$ cat src/rtl/cr_osf_ob_egress_fifo_if.sv
// Bundle between the OSF control stage, the egress FIFO and the CSR readback.
// The FIFO itself takes the slave view; the upstream/egress/CSR environment takes the master view.
interface cr_osf_ob_egress_fifo_if #(
    parameter int DATA_W = 64,
    parameter int DEPTH  = 8
);
    logic                       ob_wr;
    logic [DATA_W-1:0]          ob_wdata;
    logic                       ob_wlast;
    logic                       ob_afull;
    logic                       m_tvalid;
    logic                       m_tready;
    logic [DATA_W-1:0]          m_tdata;
    logic                       m_tlast;
    logic [$clog2(DEPTH+1)-1:0] ob_depth;
    logic [15:0]                ob_eof_cnt;
    logic                       ob_ovfl;
    logic                       ob_ovfl_clr;

    modport master (
        output ob_wr, ob_wdata, ob_wlast, m_tready, ob_ovfl_clr,
        input  ob_afull, m_tvalid, m_tdata, m_tlast, ob_depth, ob_eof_cnt, ob_ovfl
    );

    modport slave (
        input  ob_wr, ob_wdata, ob_wlast, m_tready, ob_ovfl_clr,
        output ob_afull, m_tvalid, m_tdata, m_tlast, ob_depth, ob_eof_cnt, ob_ovfl
    );
endinterface

$ cat src/rtl/cr_osf_ob_egress_fifo.sv
// Output-buffer FIFO feeding the OSF egress AXI4-stream port from the debug-FIFO control stage.
// Flop storage with pointer/count control, delivered-frame counter and sticky overflow flag.
module cr_osf_ob_egress_fifo #(
    parameter int DATA_W       = 64,
    parameter int DEPTH        = 8,
    parameter int AFULL_MARGIN = 3
) (
    input  logic                  clk,
    input  logic                  rst_n,
    cr_osf_ob_egress_fifo_if.slave bus
);
    localparam int PTR_W = (DEPTH > 1) ? $clog2(DEPTH) : 1;
    localparam int CNT_W = $clog2(DEPTH + 1);
    localparam logic [CNT_W-1:0] FULL_CNT  = CNT_W'(DEPTH);
    localparam logic [CNT_W-1:0] AFULL_CNT = CNT_W'(DEPTH - AFULL_MARGIN);

    function automatic logic [PTR_W-1:0] ptr_inc(input logic [PTR_W-1:0] p);
        return (p == PTR_W'(DEPTH - 1)) ? '0 : p + PTR_W'(1);
    endfunction

    logic [DATA_W:0]  mem_q [DEPTH];
    logic [PTR_W-1:0] wptr_q, wptr_d;
    logic [PTR_W-1:0] rptr_q, rptr_d;
    logic [CNT_W-1:0] count_q, count_d;
    logic [15:0]      eof_cnt_q, eof_cnt_d;
    logic             ovfl_q, ovfl_d;
    logic             pop, accept, drop;
    logic [DATA_W:0]  rd_entry;

    // A full FIFO still accepts a beat when the head leaves in the same cycle.
    always_comb begin
        pop    = (count_q != '0) && bus.m_tready;
        accept = bus.ob_wr && ((count_q != FULL_CNT) || pop);
        drop   = bus.ob_wr && !accept;

        wptr_d = accept ? ptr_inc(wptr_q) : wptr_q;
        rptr_d = pop    ? ptr_inc(rptr_q) : rptr_q;

        count_d = count_q;
        if (accept && !pop) begin
            count_d = count_q + CNT_W'(1);
        end else if (!accept && pop) begin
            count_d = count_q - CNT_W'(1);
        end

        eof_cnt_d = (pop && rd_entry[DATA_W]) ? eof_cnt_q + 16'd1 : eof_cnt_q;
        ovfl_d    = drop ? 1'b1 : (bus.ob_ovfl_clr ? 1'b0 : ovfl_q);
    end

    always_ff @(posedge clk) begin
        if (!rst_n) begin
            wptr_q    <= '0;
            rptr_q    <= '0;
            count_q   <= '0;
            eof_cnt_q <= '0;
            ovfl_q    <= 1'b0;
        end else begin
            wptr_q    <= wptr_d;
            rptr_q    <= rptr_d;
            count_q   <= count_d;
            eof_cnt_q <= eof_cnt_d;
            ovfl_q    <= ovfl_d;
        end
    end

    // Storage carries no reset; stale entries are unreachable once the pointers clear.
    always_ff @(posedge clk) begin
        if (rst_n && accept) begin
            mem_q[wptr_q] <= {bus.ob_wlast, bus.ob_wdata};
        end
    end

    assign rd_entry       = mem_q[rptr_q];
    assign bus.m_tvalid   = (count_q != '0);
    assign bus.m_tdata    = rd_entry[DATA_W-1:0];
    assign bus.m_tlast    = rd_entry[DATA_W];
    assign bus.ob_depth   = count_q;
    assign bus.ob_afull   = (count_q >= AFULL_CNT);
    assign bus.ob_eof_cnt = eof_cnt_q;
    assign bus.ob_ovfl    = ovfl_q;
endmodule

$ cat src/flat_wrapper.sv
// flat-port wrapper written by rule: the top's interface ports become plain ports
module cr_osf_ob_egress_fifo_flat 
#(
    parameter int DATA_W       = 64,
    parameter int DEPTH        = 8,
    parameter int AFULL_MARGIN = 3
)
  (clk, rst_n, bus_ob_wr, bus_ob_wdata, bus_ob_wlast, bus_m_tready, bus_ob_ovfl_clr, bus_ob_afull, bus_m_tvalid, bus_m_tdata, bus_m_tlast, bus_ob_depth, bus_ob_eof_cnt, bus_ob_ovfl);
  cr_osf_ob_egress_fifo_if #(.DATA_W(DATA_W), .DEPTH(DEPTH)) bus_i ();
  input  logic clk;
  input  logic rst_n;
  input wire logic [$bits(bus_i.ob_wr)-1:0] bus_ob_wr;
  input wire logic [$bits(bus_i.ob_wdata)-1:0] bus_ob_wdata;
  input wire logic [$bits(bus_i.ob_wlast)-1:0] bus_ob_wlast;
  input wire logic [$bits(bus_i.m_tready)-1:0] bus_m_tready;
  input wire logic [$bits(bus_i.ob_ovfl_clr)-1:0] bus_ob_ovfl_clr;
  output wire logic [$bits(bus_i.ob_afull)-1:0] bus_ob_afull;
  output wire logic [$bits(bus_i.m_tvalid)-1:0] bus_m_tvalid;
  output wire logic [$bits(bus_i.m_tdata)-1:0] bus_m_tdata;
  output wire logic [$bits(bus_i.m_tlast)-1:0] bus_m_tlast;
  output wire logic [$bits(bus_i.ob_depth)-1:0] bus_ob_depth;
  output wire logic [$bits(bus_i.ob_eof_cnt)-1:0] bus_ob_eof_cnt;
  output wire logic [$bits(bus_i.ob_ovfl)-1:0] bus_ob_ovfl;
  assign bus_i.ob_wr = bus_ob_wr;
  assign bus_i.ob_wdata = bus_ob_wdata;
  assign bus_i.ob_wlast = bus_ob_wlast;
  assign bus_i.m_tready = bus_m_tready;
  assign bus_i.ob_ovfl_clr = bus_ob_ovfl_clr;
  assign bus_ob_afull = bus_i.ob_afull;
  assign bus_m_tvalid = bus_i.m_tvalid;
  assign bus_m_tdata = bus_i.m_tdata;
  assign bus_m_tlast = bus_i.m_tlast;
  assign bus_ob_depth = bus_i.ob_depth;
  assign bus_ob_eof_cnt = bus_i.ob_eof_cnt;
  assign bus_ob_ovfl = bus_i.ob_ovfl;
  cr_osf_ob_egress_fifo #(.DATA_W(DATA_W), .DEPTH(DEPTH), .AFULL_MARGIN(AFULL_MARGIN)) u_core (.clk(clk), .rst_n(rst_n), .bus(bus_i));
endmodule
$ cat config.mk
export PLATFORM = sky130hd
export DESIGN_NAME = cr_osf_ob_egress_fifo_flat
export DESIGN_NICKNAME = d
export VERILOG_FILES = /design/src/rtl/cr_osf_ob_egress_fifo_if.sv /design/src/rtl/cr_osf_ob_egress_fifo.sv /design/src/flat_wrapper.sv
export SDC_FILE = /design/constraint.sdc
export NUM_CORES = 1
export LEC_CHECK = 0
export CORE_ASPECT_RATIO = 1.5
export CORE_UTILIZATION = 63
export CTS_BUF_LIST = sky130_fd_sc_hd__clkbuf_16
export CTS_CLUSTER_DIAMETER = 80
export DETAILED_ROUTE_END_ITERATION = 8
export HOLD_SLACK_MARGIN = 0.08
export MAX_ROUTING_LAYER = met4
export PLACE_DENSITY = 0.85
export SETUP_SLACK_MARGIN = 0.1
export SYNTH_ARGS = -nofsm -noshare
export SYNTH_HDL_FRONTEND = slang
export SYNTH_SLANG_ARGS = --single-unit
$ cat constraint.sdc
create_clock -name clk -period 13.2 [get_ports clk]
set_input_delay 2.64 -clock clk [delete_from_list [all_inputs] [get_ports clk]]
set_output_delay 2.64 -clock clk [all_outputs]
set_load 0.02 [all_outputs]
==> reports/results.tsv <==
metric	value	unit
status	finished clean	
antenna violations before repair	4	
skew final	11.3	ps
CTS root buffer	clkbuf_16	
number of synthesized flops with an enable pin	520	
P_leak	0.00764	uW
post-layout util	75.0	%
vias in the first global route	10200	
Core Box Area	32600	um^2
post-synth cell types	40	
first-pass GRT wire length	61.1	mm
# nets final	1191	
Ports	158	
multi-input logic area	4560	um^2
Reg area	16200	um^2
H-Tree Depth	2	
Synth Area per Inst	22.5	um^2
VDD IR max	0.000128	V
final setup violation count	0	
Layout area overhead	16.9	%
Post-Syn Area	20900	um^2
CP Capture Type	output pin	
clock sinks	550	
achievable clock frequency	154	MHz
Die Width	151	um
Hold Path Class	reg -> reg	
Setup TNS	0	ps
dpl hpwl	20.9	mm
fin crit share	49.2	%
synth warn	0	
total gr overflow	0	
Hold Vio Cnt, Final	0	
Site Rows	81	
Initial DRT Pass Iterations	7	
largest fanout on the critical path	80	
Avg WL per Cell	26.1	um
chip height	225	um
RSZ-0062 raised after global routing	false	
final RePlAce weighted congestion	0.760	
Skew-Pair Late Insertion Delay	550	ps
TritonCTS clock tree	done	
register area share after synthesis	77.4	%
die area	34000	um^2
placed insts	1477	
largest net degree at the start of global routing	81	
Worst setup SP type	register	
layout cells sized above 1	25.2	%
FFs w/ async S/R, synth	0	%
setup bufs post-CTS	0	
Final Max Tran Viols	0	
CTS resizes	0	
fin cells	1568	
#FFs+latches synth	550	
worst hold slack	487	ps
Reg clk slew, reported paths	60	ps
slew at the pin closest to its max-slew limit	1150	ps
crit path DAT	3860	ps
post-synth net total	1009	
PD cells	168	nW/um^2
WS Path Type	reg -> out	
PortBufs	157	
synthesized instance count	930	
fillers	1718	
clock buffer depth	3	
Starting Density	64.2	%
all-layer global routing usage	25.9	%
hold buffer count at cts	0	
WP data required	10560	ps
Routed Wire Length	41.0	mm
post-layout min period	6500	ps
Num CTS Buffers	48	
# DRC	0	
Detailed Route Iter0 Violations	731	
Slew HR	23.3	%
Routed Antenna Nets	0	
DR vias	9934	
max_cap viols	0	
drt via density	6.34	
ys flop type	edfxtp_1	
layer usage:
| metal | vias to the layer above | part of all wire (%) | global-route usage, % |
|---|---|---|---|
| li1 | 4249 | - | - |
| met1 | 5141 | 37 | 32.3 |
| met2 | 456 | 53 | 42.4 |
| met3 | 88 | 6.6 | 4.49 |
| met4 | 0 | 3.1 | 10.3 |
| met5 | - | 0 | - |
synthesized netlist by cell type (2+ instances only):
cell / n / area, um^2
buf_4: 2 / 15.0
xor2_1: 6 / 52.6
nand2_1: 21 / 78.8
and3_1: 2 / 12.5
edfxtp_1: 520 / 15600
a21oi_1: 14 / 70.1
nand4_1: 8 / 50.1
mux4_2: 128 / 2880
or3_1: 8 / 50.1
mux2_2: 64 / 721
nand2b_1: 5 / 31.3
nor2b_1: 2 / 12.5
buf_2: 12 / 60.1
buf_1: 6 / 22.5
and2_1: 2 / 12.5
dfxtp_1: 30 / 601
nor4_1: 4 / 25.0
inv_1: 6 / 22.5
nand3_1: 5 / 25.0
ha_1: 8 / 100
a22oi_2: 2 / 25.0
nor3_1: 4 / 20.0
clkbuf_1: 19 / 71.3
mux2i_1: 8 / 80.1
nor2_1: 20 / 75.1
xnor2_1: 3 / 26.3
o21ai_0: 8 / 40.0
path summary, 6_finish.rpt:
check             slack (ps)                              startpoint                                     end  depth (start not counted)
setup / recovery        6700                                register                         bus_m_tdata[27]                          5
hold / removal           490  u_core.bus.ob_eof_cnt[15]$_SDFFE_PN0P_  u_core.bus.ob_eof_cnt[15]$_SDFFE_PN0P_                          2
setup reg to reg        9840     u_core.bus.ob_depth[0]$_SDFFE_PN0P_           u_core.mem_q[3][26]$_DFFE_PP_                          7
hold reg to reg          490  u_core.bus.ob_eof_cnt[15]$_SDFFE_PN0P_  u_core.bus.ob_eof_cnt[15]$_SDFFE_PN0P_                          2
kinds of logic (layout without fill, tap and decap cells):
| family | after synthesis | count (layout) | synth area share, % |
|---|---|---|---|
| flip-flops | 550 | 550 | 77.4 |
| multiplexers | 200 | 200 | 17.6 |
| AND/OR/NAND/NOR | 88 | 88 | 2.21 |
| buffers and inverters | 47 | 266 | 1.05 |
| AO/OA/AOI/OAI | 27 | 27 | 0.759 |
| adder cells (fa/ha/maj) | 9 | 9 | 0.574 |
| XOR/XNOR | 9 | 9 | 0.376 |
| other | 0 | 4 | 0 |
placed cells by master (no fill, tap or decap), types with 11 or more instances in the layout:
| master | n |
|---|---|
| dfxtp_1 | 27 |
| inv_1 | 16 |
| edfxtp_1 | 520 |
| clkdlybuf4s50_1 | 157 |
| a21oi_1 | 14 |
| nor2_1 | 14 |
| nand2_1 | 21 |
| mux2_2 | 64 |
| clkbuf_16 | 49 |
| clkinv_1 | 14 |
| clkinv_2 | 11 |
| buf_4 | 15 |
| mux4_2 | 128 |
flip-flops by register name, summed over array words and instances (netlist names), named ones only:
signal,flops
u_core.mem_q,520
u_core.rptr_q,3
u_core.bus.ob_depth,4
u_core.bus.ob_ovfl,1
u_core.bus.ob_eof_cnt,16
u_core.wptr_q,3
critical path, stage by stage, from the launching register on:
cell             delay [ps]
dfxtp_4                 330
buf_4                   850
buf_4                   760
mux4_2                  400
mux2_2                  280
clkdlybuf4s50_1         620
power by group:
group          switching (uW)  internal (uW)  total (uW)
Clock                     583            709        1290
Sequential               38.4           1950        1990
Combinational             398            440         838
Total                    1020           3100        4120
stage by stage:
step	cell area (um^2)	power [uW]	setup slack (ps)
floorplan	20900	2580	4970
global placement	23000	2850	6910
detailed placement	23000	2860	6830
CTS	24500	4150	6670
global route	24500	4260	6560
finish	24500	4120	6700
cell type report:
type	instances	area share, %
Tap cell	415	2.12
Sequential cell	550	66.3
Clock buffer	49	5.01
Inverter	7	0.158
Clock inverter	38	0.869
Multi-Input combinational cell	333	18.6
Timing Repair Buffer	172	6.88
Antenna cell	4	0.0409
Power figures use the tool's default switching activity.
